==> config.mk <==
export PLATFORM = sky130hd
export DESIGN_NAME = nrzi_line_tx
export DESIGN_NICKNAME = d
export VERILOG_FILES = /design/src/rtl/usb_pkg.sv /design/src/rtl/nrzi_ones_mon.sv /design/src/rtl/nrzi_line_tx.sv
export SDC_FILE = /design/constraint.sdc
export NUM_CORES = 1
export LEC_CHECK = 0
export ABC_CLOCK_PERIOD_IN_PS = 2300
export BUFFER_PORTS_ARGS = -buffer_cell sky130_fd_sc_hd__buf_2
export CAP_MARGIN = 5
export CORE_UTILIZATION = 38
export DETAILED_ROUTE_END_ITERATION = 16
export GPL_TIMING_DRIVEN = 1
export PLACE_DENSITY = 0.59
export SYNTH_ARGS = -nofsm -noshare
export SYNTH_HDL_FRONTEND = slang
export SYNTH_SLANG_ARGS = --single-unit
==> constraint.sdc <==
create_clock -name clk -period 2.3 [get_ports clk]
set_clock_uncertainty 0.15 [all_clocks]
set_input_delay 0.115 -clock clk [delete_from_list [all_inputs] [get_ports clk]]
set_output_delay 0.115 -clock clk [all_outputs]
set_load 0.02 [all_outputs]
==> src/rtl/usb_pkg.sv <==
// Shared USB line-level types: line states, packet-type codes and the tx FSM state.
// Also holds the dp/dm decode and the NRZI step used by the transmitter.
package usb_pkg;

   typedef enum logic [1:0] {
      LS_J,
      LS_K,
      LS_SE0
   } line_state_t;

   localparam logic [1:0] PT_NONE      = 2'b00;
   localparam logic [1:0] PT_TOKEN     = 2'b01;
   localparam logic [1:0] PT_DATA      = 2'b10;
   localparam logic [1:0] PT_HANDSHAKE = 2'b11;

   typedef enum logic [1:0] {
      ST_IDLE,
      ST_DATA,
      ST_EOP_SE0,
      ST_EOP_J
   } tx_state_t;

   // Returns {dp, dm}.
   function automatic logic [1:0] line_to_dpdm(input line_state_t ls);
      logic [1:0] pair;
      case (ls)
         LS_J:    pair = 2'b10;
         LS_K:    pair = 2'b01;
         default: pair = 2'b00;
      endcase
      return pair;
   endfunction

   // A 0 toggles J<->K, a 1 holds the level.
   function automatic line_state_t nrzi_next(input line_state_t level, input logic b);
      line_state_t nxt;
      case (level)
         LS_J:    nxt = b ? LS_J : LS_K;
         LS_K:    nxt = b ? LS_K : LS_J;
         default: nxt = LS_J;
      endcase
      return nxt;
   endfunction

endpackage

==> src/rtl/nrzi_ones_mon.sv <==
// Tracks the run of consecutive 1s on a serial stream and flags runs longer than
// MAX_ONES; the run length saturates so the flag repeats while the run continues.
import usb_pkg::*;

module nrzi_ones_mon #(
   parameter int MAX_ONES = 6,
   parameter int RUN_W    = $clog2(MAX_ONES + 2)
) (
   input  logic clk,
   input  logic rst,
   input  logic clear,
   input  logic bit_valid,
   input  logic bit_in,
   output logic stuff_err
);

   localparam logic [RUN_W-1:0] RUN_MAX = RUN_W'(MAX_ONES + 1);

   logic [RUN_W-1:0] run_len;
   logic [RUN_W-1:0] run_next;

   // clear marks the first bit of a packet, so that bit starts a fresh run.
   always_comb begin
      run_next = run_len;
      if (bit_valid) begin
         if (!bit_in)
            run_next = '0;
         else if (clear)
            run_next = RUN_W'(1);
         else if (run_len != RUN_MAX)
            run_next = run_len + RUN_W'(1);
      end
   end

   always_ff @(posedge clk) begin
      if (rst) begin
         run_len   <= '0;
         stuff_err <= 1'b0;
      end else begin
         run_len   <= run_next;
         stuff_err <= bit_valid && bit_in && (run_next == RUN_MAX);
      end
   end

endmodule

==> src/rtl/nrzi_line_tx.sv <==
// NRZI line transmitter: encodes the stuffed bit stream onto dp/dm, appends the
// EOP (SE0 bit times then one J) and reports completion, bit count and stream errors.
import usb_pkg::*;

module nrzi_line_tx #(
   parameter int EOP_SE0_BITS = 2,
   parameter int CNT_W        = 8,
   parameter int MAX_ONES     = 6
) (
   input  logic             clk,
   input  logic             rst,
   input  logic             bstr_in,
   input  logic [1:0]       bstr_in_ready,
   output logic             dp,
   output logic             dm,
   output logic             busy,
   output logic [1:0]       pkt_type,
   output logic [CNT_W-1:0] bit_cnt,
   output logic             done,
   output logic             overrun_err,
   output logic             stuff_err,
   output logic             type_err,
   output tx_state_t        state
);

   localparam int SE0_W = 2;

   // Handshake: bstr_in is a bit only when bstr_in_ready != PT_NONE. There is no
   // back-pressure; a packet is the contiguous run of such cycles, and the first
   // PT_NONE cycle after it ends the packet. Bits offered during the EOP are dropped.
   logic             in_valid;
   logic             pkt_start;
   logic             bit_taken;
   line_state_t      level;
   logic [SE0_W-1:0] se0_cnt;

   assign in_valid  = (bstr_in_ready != PT_NONE);
   assign pkt_start = in_valid && (state == ST_IDLE);
   assign bit_taken = in_valid && ((state == ST_IDLE) || (state == ST_DATA));
   assign busy      = (state != ST_IDLE);

   nrzi_ones_mon #(
      .MAX_ONES (MAX_ONES)
   ) u_ones_mon (
      .clk       (clk),
      .rst       (rst),
      .clear     (pkt_start),
      .bit_valid (bit_taken),
      .bit_in    (bstr_in),
      .stuff_err (stuff_err)
   );

   always_ff @(posedge clk) begin
      if (rst) begin
         state       <= ST_IDLE;
         level       <= LS_J;
         {dp, dm}    <= line_to_dpdm(LS_J);
         pkt_type    <= PT_NONE;
         bit_cnt     <= '0;
         se0_cnt     <= '0;
         done        <= 1'b0;
         overrun_err <= 1'b0;
         type_err    <= 1'b0;
      end else begin
         done        <= 1'b0;
         overrun_err <= 1'b0;
         type_err    <= 1'b0;
         case (state)
            ST_IDLE: begin
               {dp, dm} <= line_to_dpdm(LS_J);
               // The EOP always leaves the line at J, so every packet encodes from J.
               if (in_valid) begin
                  state    <= ST_DATA;
                  pkt_type <= bstr_in_ready;
                  bit_cnt  <= CNT_W'(1);
                  level    <= nrzi_next(LS_J, bstr_in);
                  {dp, dm} <= line_to_dpdm(nrzi_next(LS_J, bstr_in));
               end
            end
            ST_DATA: begin
               if (in_valid) begin
                  level    <= nrzi_next(level, bstr_in);
                  {dp, dm} <= line_to_dpdm(nrzi_next(level, bstr_in));
                  if (bit_cnt != '1)
                     bit_cnt <= bit_cnt + CNT_W'(1);
                  type_err <= (bstr_in_ready != pkt_type);
               end else begin
                  state    <= ST_EOP_SE0;
                  se0_cnt  <= SE0_W'(1);
                  {dp, dm} <= line_to_dpdm(LS_SE0);
               end
            end
            ST_EOP_SE0: begin
               overrun_err <= in_valid;
               if (se0_cnt == SE0_W'(EOP_SE0_BITS)) begin
                  state    <= ST_EOP_J;
                  done     <= 1'b1;
                  {dp, dm} <= line_to_dpdm(LS_J);
               end else begin
                  se0_cnt  <= se0_cnt + SE0_W'(1);
                  {dp, dm} <= line_to_dpdm(LS_SE0);
               end
            end
            ST_EOP_J: begin
               overrun_err <= in_valid;
               state       <= ST_IDLE;
               level       <= LS_J;
               {dp, dm}    <= line_to_dpdm(LS_J);
            end
            default: begin
               state    <= ST_IDLE;
               {dp, dm} <= line_to_dpdm(LS_J);
            end
         endcase
      end
   end

endmodule

; ---- Yosys cells after proc, flatten, opt, wreduce, memory -nomap -nowiden
; Cells that the tools add are included.
[totals]
out_inout_bits = 19
word_cells = 93
ff_bits = 25
[classes]
eq_ne = 17
reduce_logical = 23
bitwise_logic = 4
muxes = 34
add_sub_neg = 3
[op_table]
columns = cell, n
row1 = two-way mux 8 bit, 3
row2 = two-way mux 2 bit, 11
row3 = one-hot mux 8 bit (2 select lines), 1
row4 = two-way mux 3 bit, 4
row5 = one-hot mux 2 bit (2 select lines), 3
row6 = != test 2 bit (second input constant), 5
row7 = AND reduction 3 bit, 3
row8 = adder 8 x 1 -> 8 bit (second input constant), 1
row9 = equality test 2 x 1 -> 1 bit (second input constant), 4
row10 = logical NOT 2 bit, 4
row11 = != test 8 bit (second input constant), 1
row12 = one-hot mux 2 bit (4 select lines), 1
row13 = nonzero test 2 bit, 4
row14 = two-way mux 1 bit, 7
row15 = equality test 2 bit (second input constant), 3
row16 = one-hot mux 2 bit (3 select lines), 1
row17 = OR reduction 2 bit, 3
row18 = logical AND 1 bit, 4
row19 = inverter 1 bit, 4
row20 = one-hot mux 1 bit (4 select lines), 1
row21 = AND reduction 4 bit, 1
row22 = adder 3 x 1 -> 3 bit (second input constant), 1
row23 = equality test 3 bit (second input constant), 1
row24 = != test 3 bit (second input constant), 1
row25 = other kinds (9), 9

; ---- Depth between registers and ports, before layout
; Gate-level depths: netlist (run 1).
[depth]
word_depth = 9
mapped_depth = 7

; ---- By module
; From an unflattened synthesis (run 1), not the netlist that was laid out.
[unflattened]
cells_unflattened = 160
hier_area_um2 = 1336.3
[by_module_without_submodules]
columns = module, cells_each, area_per_inst_um2, n_inst, seq_area_each_um2
row1 = nrzi_line_tx, 135, 1093.5, 1, 400.4
row2 = nrzi_ones_mon, 25, 242.7, 1, 80.1

; ---- Least setup slack after synthesis (run 1)
; Ideal clock, no wire load.
[synth_timing]
kind = flip-flop to flip-flop
from = reg state[0]
to = reg dp
path_stages_with_launch = 7
required_time_ns = 2.029
setup_ns = 0.121
synth_period_minus_slack_ns = 1.965
path_buffers = 0
t_arrival_ns = 1.695
slack_ns = 0.335
cell_sequence = dfxtp_1 > inv_1 > ha_1 > and2_1 > or4_1 > a21oi_1 > o21bai_1
[synth_via]
elab_chain_len = 2
[synth_lines]
columns = item, line_no
row1 = from (decl), nrzi_line_tx.sv:23  ; output tx_state_t state
row2 = from (signal assigned), nrzi_line_tx.sv:55  ; state <= ST_IDLE;
row3 = from (signal assigned), nrzi_line_tx.sv:73  ; state <= ST_DATA;
row4 = from (signal assigned), nrzi_line_tx.sv:88  ; state <= ST_EOP_SE0;
row5 = equality test 2 bit (tied with other cells), nrzi_line_tx.sv:68  ; case (state)
row6 = one-hot mux 1 bit (4 select lines) (*), nrzi_line_tx.sv:68
row7 = to (signal assigned), nrzi_line_tx.sv:70  ; {dp, dm} <= line_to_dpdm(LS_J);
row8 = to (signal assigned), nrzi_line_tx.sv:77  ; {dp, dm} <= line_to_dpdm(nrzi_next(LS_J, bstr_in));
row9 = to (signal assigned), nrzi_line_tx.sv:83  ; {dp, dm} <= line_to_dpdm(nrzi_next(level, bstr_in));
row10 = to (decl), nrzi_line_tx.sv:14  ; output logic dp,
; Every way passes the cells marked *; elsewhere a longest branch is shown, timed or not.
; A chain may end at the register's enable or synchronous reset.

; ---- Final worst setup path (run 1)
[layout_timing]
from = reg state[1]
to = reg bit_cnt[5]
[layout_via]
elab_chain_len = 3
[layout_lines]
columns = item, line_no
row1 = equality test 2 x 1 -> 1 bit or logical NOT 2 bit (tied branches), nrzi_line_tx.sv:68
row2 = != test 2 x 1 -> 1 bit (no source line) (tied with other cells), --
row3 = AND reduction 4 bit (no source line), --
row4 = to (signal assigned), nrzi_line_tx.sv:85  ; bit_cnt <= bit_cnt + CNT_W'(1);
row5 = to (decl), nrzi_line_tx.sv:18  ; output logic [CNT_W-1:0] bit_cnt,
; Several ways; a longest one is shown, not always the timed one.

==> results of run 1 <==
flip-flops by register name, summed over array words and instances, names as in the netlist:
register,count
bit_cnt,8
u_ones_mon.run_len,3
pkt_type,2
se0_cnt,2
state,2
dm,1
done,1
dp,1
level,1
overrun_err,1
type_err,1
u_ones_mon.stuff_err,1
placed cells by master, fill, tap and decap left out, types with 2 or more instances in the layout:
cell type  synthesis  layout
dfxtp_1           24      24
buf_2              0      23
nand2_1           14      14
a21oi_1           11      11
inv_1             10      10
nor2_1             9       9
o21ai_0            9       9
ha_1               8       8
o21ai_1            5       5
nor3_1             5       5
nand3_1            5       5
nor2b_1            4       4
a31oi_1            4       4
a211oi_1           3       3
o21bai_1           3       3
clkbuf_4           0       3
and3_1             2       2
or3_1              2       2
a22oi_1            2       2
power breakdown:
| group | total [W] | internal, W | switching (W) |
|---|---|---|---|
| registers | 0.000550 | 0.000489 | 0.0000614 |
| clock network | 0.000226 | 0.0000966 | 0.000129 |
| logic | 0.000705 | 0.000280 | 0.000425 |
| total | 0.00148 | 0.000865 | 0.000616 |
worst register-to-register path, cell delays in order, from the launching register on:
cell and delay (ns):
dfxtp_1 0.39, inv_1 0.12, ha_1 0.48, o21ai_4 0.19, a21oi_4 0.19, or3b_1 0.36
a21oi_1 0.14
layout make-up:
type	instances	area, um^2
timing repair buffer	25	132.6
multi-input combinational	117	814.5
tap	46	57.56
inverter	10	37.54
sequential	24	480.5
clock buffer	4	36.28
fill	354	1857
per-stage QoR:
stage	cells	util, %	hold WS (ns)	total power [W]	cell area (um^2)
5_1_grt	226	45.64	0.01287	0.001604	1559
3_5_place_dp	221	44.29	0.3232	0.001267	1513
6_report	226	45.64	0.04464	0.001481	1559
4_1_cts	226	45.64	0.01253	0.001503	1559
3_3_place_gp	221	44.29	0.3173	0.001246	1513
2_1_floorplan	157	-	0.03661	0.001113	1378
metal layers:
metal,track usage [%],up-vias
li1,-,619
met1,20.54,552
met2,27.47,17
met3,2.757,2
met4,4.360,0
met5,0,-
kinds of logic after synthesis:
family / Yosys count
AOI/OAI and AO/OA: 50
xor gates and xnor gates: 1
adders and majority gates: 8
buffers and inverters: 16
DFF: 24
muxes: 2
and+or+nand+nor: 56
repair_timing:
action | 4_1_cts | 5_1_grt
endpoints found under the setup margin | 0 | 0
hold buffers | 1 | 0
buffers inserted | 0 | 0
hold endpoints to repair | 2 | 0
worst min path at each step:
stage	end	cells after the start	start	slack (ns)
2_1_floorplan	done$_SDFF_PP0_	1	rst	0.04
4_1_cts	pkt_type[1]$_SDFFE_PP0P_	3	bstr_in_ready[1]	0.01
3_5_place_dp	pkt_type[1]$_SDFFE_PP0P_	2	pkt_type[1]$_SDFFE_PP0P_	0.32
6_report	pkt_type[1]$_SDFFE_PP0P_	3	bstr_in_ready[1]	0.04
3_3_place_gp	pkt_type[0]$_SDFFE_PP0P_	2	pkt_type[0]$_SDFFE_PP0P_	0.32
5_1_grt	pkt_type[1]$_SDFFE_PP0P_	3	bstr_in_ready[1]	0.01
==> run metrics, run 1 <==
CP Launch Type flip-flop; critical path startpoint state[1]$_SDFFE_PP0P_; WL met2 1397 um; Critical Path Stages 6; Clock Pin Slew Worst Setup and Hold Paths 0.14 ns; status complete, no violations; Setup TNS Final 0 ns; mux contribution to synthesized area 1.544%; CP Data Arrival Time 2.18 ns; Gate Count Post-Synth 157; ANT nets after route 0; peak supply drop 290.2 uV; CTS Buf Count 3; worst skew pair latency 0.31 ns; GRT overflow 0; fin. max-slew vios 0; Root Buffer clkbuf_4; CTS tree built; number of global-route vias before repair 1,124; Pre-Repair DR Iteration Count 4; Net Count, Synth 170; Synth area leader dfxtp_1; clock period minus worst slack 2.077 ns; Die X 62.21 um; Synth Area in Compound Gates 27.43%; Top delay family on crit path compound AO/OA/AOI/OAI gates; commonest cells in the netlist dfxtp_1, nand2_1, a21oi_1; initial antenna violation count 0; GRT Util Overall 16.00%; CP endpoint bit_cnt[5]$_SDFFE_PP0P_; area of the mapped netlist 1378 um^2; Max Clock Freq 0.4814 GHz; Core Rows 21; xor/xnor share of the synthesized area 0.6358%; Core Area 3416 um^2; Hold Crit Class primary input to flip-flop; R2R Path Start state[1]$_SDFFE_PP0P_; yosys warns 0; RSZ-0062 raised after global routing no; Nets 194; Worst path max stage delay 0.48 ns; post-DP HPWL 2185 um; Worst setup EP type flip-flop; post-synthesis adder-cell area fraction 7.266%; Die Y-Extent 62.21 um; Seq/Total Area, Yosys 34.88%; met3 WL 90 um; reg2reg end bit_cnt[5]$_SDFFE_PP0P_; Synth area leaders dfxtp_1, ha_1, a21oi_1; worst slew pin tran 0.4999 ns; worst path cell trace inv_1, ha_1, o21ai_4, a21oi_4, or3b_1, a21oi_1; share of the synthesized area in the top cell type 34.88%; Post-Route WL 2928 um; leakage power 0.6302 nW; IO buf count 23; Slowest-stage cell, CP ha_1; Mean Syn Cell Area 8.774 um^2; #FFs+latches synth 24; simple-gate share of the synthesized area 22.25%; top sig layer met4; main combinational cell family by area after synthesis compound AO/OA/AOI/OAI gates; ANT cells 0; crit share post-route 90.31%; area grow syn2layout 13.17%; Resize count post-CTS 0; I/O Pins 24; Final setup viols 0; Vias 1,190; final hold vios 0; pin count of the biggest net entering global routing 25; Initial Utilization 40.33%; MaxCap Viol Count 0; iteration-0 DRC count of the detailed router 29; number of flops mapped to enable cells by yosys 0; Die Area 3870 um^2; htree depth 1; routed metal-1 wirelength 1419 um; post-place setup slack 0.2565 ns; worst r2r path cells 6; Worst R2R Setup Slack 0.22 ns; layout cells sized above 1 22.78%; top-count cell post-synth dfxtp_1; count of cell types in the netlist 51; drt wl/cell 12.96 um; critical setup path kind flip-flop to flip-flop; Clock Path Buffers 2; number of clock sinks 24; first-pass GRT wire length 5050 um; required time worst endpoint 2.40 ns; final setup margin 0.2228 ns; Buf/Inv on CP 1; ys flop type dfxtp_1; Critical Path Fanout Max 11; Rel. slew slack 66.67%; P per Cell Area 949.8 nW/um^2; DRC Markers 0; Placer Congestion 0.7853; asr flop ratio synth 0%; number of vias per cell 5.265
Power figures use the tool's default switching activity.
==> inputs of run 2 (changes only) <==
--- a/config.mk
+++ b/config.mk
@@ -8,6 +8,7 @@
 export ABC_CLOCK_PERIOD_IN_PS = 2300
 export BUFFER_PORTS_ARGS = -buffer_cell sky130_fd_sc_hd__buf_2
 export CAP_MARGIN = 5
+export CORE_ASPECT_RATIO = 0.75
 export CORE_UTILIZATION = 38
 export DETAILED_ROUTE_END_ITERATION = 16
 export GPL_TIMING_DRIVEN = 1
@@ -15,3 +16,4 @@
 export SYNTH_ARGS = -nofsm -noshare
 export SYNTH_HDL_FRONTEND = slang
 export SYNTH_SLANG_ARGS = --single-unit
+export TNS_END_PERCENT = 20
==> run 2 against run 1 <==
  * Setup slack better by 0.015 ns
  * Combinational power shrank 1%
  * Non-clock buffer count is 2 lower
  * Sequential power up 1%
  * Register-to-register slack improved by 0.02 ns
  * First-iteration DRC count increased by 130%
  * Final cell count is 3.5% lower
  * Via count rose by 1.4%
==> run metrics, run 2 (synthesis results as in run 1) <==
status complete, no violations; combinational group share of total power 43.2%; number of vias per cell 5.537; Root Buffer clkbuf_8; MaxCap Viol Count 0; ANT cells 0; GRT Util Overall 16.61%; clock power share 22.2%; GRT overflow 0; sw frac 38.53%; htree depth 1; Hold Crit Class primary input to flip-flop; Placer Congestion 0.8006; DRC Markers 0; Core Rows 18; peak supply drop 688.0 uV; worst slew pin tran 0.5047 ns; Clock Path Buffers 2; Initial Utilization 40.78%; ANT nets after route 0; required time worst endpoint 2.35 ns; Clock Pin Slew Worst Setup and Hold Paths 0.08 ns; worst skew pair latency 0.26 ns; Resize count post-CTS 0; critical setup path kind flip-flop to flip-flop; switching power 0.0006204 W; Max Clock Freq 0.4850 GHz; Setup TNS Final 0 ns; CTS tree built; Reg with most FFs bit_cnt; iteration-0 DRC count of the detailed router 68; CTS Buf Count 3; pin count of the biggest net entering global routing 25; initial antenna violation count 0; crit share post-route 89.64%; commonest non-fill, non-tap cell in the layout dfxtp_1; P per Cell Area 1026 nW/um^2; Die Area 3872 um^2; post-DP HPWL 2260 um; number of global-route vias before repair 1,044; CP Launch Type flip-flop; number of clock sinks 24; final hold vios 0; Setup Fix Bufs, Post-CTS 0; IO buf count 23; placed inst area 1498 um^2; drt wl/cell 13.61 um; Rel. slew slack 66.35%; Post-Route WL 2968 um; RSZ-0062 raised after global routing no; Final Instance Area 1569 um^2; clock period minus worst slack 2.062 ns; Hold Buf Count CTS 0; leakage power 0.6363 nW; commonest non-fill, non-tap cells in the layout dfxtp_1, buf_2, nand2_1, a21oi_1, inv_1; Core Area 3378 um^2; Hold WS 0.05197 ns; biggest regs bit_cnt (8), u_ones_mon.run_len (3); Final setup viols 0; layout cells sized above 1 22.47%; fin. max-slew vios 0; I/O Pins 24; power share of the sequential group 34.5%; Vias 1,207; Critical Path Fanout Max 11; number of flip-flops in the largest register 8; CP Data Arrival Time 2.11 ns; Die X 71.53 um; Nets 192; first-pass GRT wire length 4981 um; Worst setup EP type flip-flop; Die Y-Extent 54.14 um; Pint 0.0009898 W; area grow syn2layout 13.90%; Pre-Repair DR Iteration Count 4
-- run 2: cell count changes in the layout (fill, tap and decap cells not counted), sizes merged --
cell	before	now
buf	24	23
clkbuf	4	3
dlygate4sd3	1	0
bufinv	0	1
-- run 2: final timing paths --
path / from / endpoint / slack (ns) / cells past startpoint
worst max register to register: state[1]$_SDFFE_PP0P_ / bit_cnt[5]$_SDFFE_PP0P_ / 0.24 / 6
worst max-delay path: state[1]$_SDFFE_PP0P_ / bit_cnt[5]$_SDFFE_PP0P_ / 0.24 / 6
worst min-delay path: bstr_in / dp$_SDFF_PP1_ / 0.05 / 3
worst min register to register: u_ones_mon.run_len[1]$_SDFF_PP0_ / u_ones_mon.run_len[1]$_SDFF_PP0_ / 0.35 / 2
-- run 2: stage by stage --
step	total power [W]	worst slack, ns	util, %	instances
global placement	0.001241	0.3453	44.33	214
detailed placement	0.001261	0.2462	44.33	214
finish	0.001610	0.2383	46.44	218
global route	0.001730	0.06333	46.44	218
floorplan	0.001113	0.3348	-	157
CTS	0.001626	0.2241	46.44	218
-- run 2: per-layer routing --
metal	global-route usage [%]	vias up	part of all wire [%]
met5	0	-	0
met4	2.614	0	0.44
met3	4.682	2	6.3
met2	24.76	39	41
met1	24.16	548	52
li1	-	618	-
-- run 2: area by class of cell --
class,count,area [um^2]
fill,336,1809
multi-input combinational,117,814.5
sequential,24,480.5
timing repair buffer,23,115.1
tap,40,50.05
clock buffer,3,41.29
inverter,10,37.54
clock inverter,1,30.03
-- run 2: critical path: stages (launching register included) --
cell	delay (ns)
dfxtp_1	0.37
inv_1	0.12
ha_1	0.48
o21ai_4	0.19
a21oi_4	0.19
or3b_1	0.36
a21oi_1	0.14
-- run 2: power by group through the flow --
stage	logic (W)	clock network [W]	registers, W
after floorplan	0.000497	0	0.000616
after global placement	0.000683	0	0.000557
after detailed placement	0.000696	0	0.000565
after CTS	0.000700	0.000371	0.000555
after global routing	0.000774	0.000390	0.000566
final	0.000696	0.000358	0.000556
==> inputs of run 3 (changes only) <==
--- a/config.mk
+++ b/config.mk
@@ -11,8 +11,9 @@
 export CORE_ASPECT_RATIO = 0.75
 export CORE_UTILIZATION = 38
 export DETAILED_ROUTE_END_ITERATION = 16
-export GPL_TIMING_DRIVEN = 1
+export GPL_TIMING_DRIVEN = 0
 export PLACE_DENSITY = 0.59
+export SLEW_MARGIN = 20
 export SYNTH_ARGS = -nofsm -noshare
 export SYNTH_HDL_FRONTEND = slang
 export SYNTH_SLANG_ARGS = --single-unit
==> run 3 against run 2 <==
  * Register-to-register slack better by 0.07 ns
  * Via count is 3.3% higher
  * Worst hold slack worse by 0.037 ns
  * Power is 3.2% higher
  * Sequential share of layout area is 0.85 points lower
  * Combinational power is 5.2% higher
  * Clock-buffer cell count stayed put
  * Global-route usage is 1.5 points higher
  * Final cell count is 2.3% higher
  * Utilization is 1.3 points higher
  * Critical endpoint is now dp$_SDFF_PP1_
==> run metrics, run 3 (synthesis results as in run 1) <==
Worst Hold Endpoint pkt_type[1]$_SDFFE_PP0P_; initial antenna violation count 0; Final setup viols 0; GRT Max-Usage Layer met2; first-pass GRT wire length 5264 um; worst slew pin tran 0.6070 ns; Rel. slew slack 59.53%; CTS tree built; status complete, no violations; drt wl/cell 14.51 um; layout cells sized above 1 22.95%; peak supply drop 530.4 uV; Clock Path Buffers 2; required time worst endpoint 2.32 ns; number of flip-flops in the largest register 8; GRT Util Overall 18.16%; number of clock sinks 24; final setup margin 0.3052 ns; GRT overflow 0; Final Instance Area 1614 um^2; Core Rows 18; Worst Hold Depth 3; post-place setup slack 0.3054 ns; clock period minus worst slack 1.995 ns; critical setup path kind flip-flop to flip-flop; grt met1 use 22.98%; Die Y-Extent 54.14 um; Vias 1,247; biggest regs bit_cnt (8), u_ones_mon.run_len (3); Setup Fix Bufs, Post-CTS 0; Reg with most FFs bit_cnt; ANT nets after route 0; Placer Congestion 0.8105; RSZ-0062 raised after global routing no; worst path cell trace inv_1, ha_1, and2_1, or4_1, a21oi_1, o21bai_1; Pre-Repair DR Iteration Count 4; Root Buffer clkbuf_8; commonest non-fill, non-tap cell in the layout dfxtp_1; CTS Buf Count 3; reg2reg end dp$_SDFF_PP1_; fin. max-slew vios 0; crit share post-route 86.73%; IO buf count 21; Slowest-stage cell, CP dfxtp_1; Die X 71.53 um; P per Cell Area 1030 nW/um^2; met3 Use GR 5.056%; Clock Pin Slew Worst Setup and Hold Paths 0.09 ns; DRC Markers 0; worst skew pair latency 0.27 ns; pin count of the biggest net entering global routing 15; R2R Path Start state[0]$_SDFFE_PP0P_; Core Area 3378 um^2; commonest non-fill, non-tap cells in the layout dfxtp_1, buf_2, nand2_1, a21oi_1, inv_1; ANT cells 0; Setup TNS Final 0 ns; Nets 197; leakage power 0.6565 nW; fillers 345; iteration-0 DRC count of the detailed router 47; I/O Pins 24; PnR Total Power 0.001662 W; Worst R2R Setup Slack 0.31 ns; CP Launch Type flip-flop; Cells after DPL 218; Die Area 3872 um^2; met2 usage in global routing 30.79%; htree depth 1; worst r2r path cells 6; final hold vios 0; Post-Route WL 3235 um; Non-Filler Instances 223; Worst setup EP type flip-flop; placed inst area 1533 um^2; Worst path max stage delay 0.43 ns; Initial Utilization 40.78%; number of global-route vias before repair 1,138; Hold Crit Class primary input to flip-flop; Critical Path Fanout Max 8; number of vias per cell 5.592; area grow syn2layout 17.17%; CP Data Arrival Time 2.02 ns; post-DP HPWL 2394 um; hold path startpoint bstr_in_ready[1]; MaxCap Viol Count 0; Max Clock Freq 0.5013 GHz
==> run 3: cell types whose count changed in the layout (fill, tap and decap cells not counted) <==
cell,change
clkbuf_1,+2
buf_4,+2
buf_2,-2
dlygate4sd3_1,+1
buf_6,+2
==> run 3: worst max path at each step <==
stage / start / endpoint / slack (ns) / depth (start not counted)
5_1_grt: state[0]$_SDFFE_PP0P_ / dp$_SDFF_PP1_ / 0.15 / 6
4_1_cts: state[0]$_SDFFE_PP0P_ / dp$_SDFF_PP1_ / 0.30 / 6
3_5_place_dp: state[0]$_SDFFE_PP0P_ / dp$_SDFF_PP1_ / 0.31 / 6
2_1_floorplan: state[0]$_SDFFE_PP0P_ / dp$_SDFF_PP1_ / 0.33 / 6
3_3_place_gp: state[0]$_SDFFE_PP0P_ / dp$_SDFF_PP1_ / 0.35 / 6
6_report: state[0]$_SDFFE_PP0P_ / dp$_SDFF_PP1_ / 0.31 / 6
==> run 3: per-layer routing <==
| metal | up-vias | wire length (um) |
|---|---|---|
| met2 | 24 | 1475 |
| met4 | 0 | 8 |
| met3 | 2 | 137 |
| li1 | 620 | - |
| met5 | - | 0 |
| met1 | 601 | 1613 |
==> run 3: final cells by class <==
type | instances | area (um^2) | area share (%)
Sequential cell | 24 | 480.5 | 29.77
Multi-Input combinational cell | 117 | 814.5 | 50.47
Inverter | 10 | 37.54 | 2.326
Tap cell | 40 | 50.05 | 3.101
Clock inverter | 1 | 30.03 | 1.860
Timing Repair Buffer | 22 | 115.1 | 7.132
Clock buffer | 3 | 41.29 | 2.558
Buffer | 6 | 45.04 | 2.791
==> run 3: per-stage QoR <==
step                      utilization [%]  hold WS (ns)
after global routing                47.78       0.01998
after detailed placement            45.37        0.2096
final                               47.78       0.01463
after CTS                           47.78      0.008931
after global placement              45.37        0.1978
after floorplan                         -       0.03661
==> run 3: worst max-delay path: cells and delay by family (launching register included) <==
kind | cells | cell delay [ns]
AND/OR/NAND/NOR | 2 | 0.64
flip-flops | 1 | 0.43
adder cells (fa/ha/maj) | 1 | 0.32
AO/OA/AOI/OAI | 2 | 0.24
buffers and inverters | 1 | 0.11
==> run 3: timing repair <==
action / 4_1_cts / 5_1_grt
hold buffers: 1 / 0
endpoints found under the hold margin: 1 / 0
resized for setup: 0 / 0
==> run 3: where the power goes <==
part	internal, W	switching [W]
registers	0.000489	0.0000655
clock network	0.000233	0.000143
logic	0.000292	0.000440
total	0.00101	0.000648
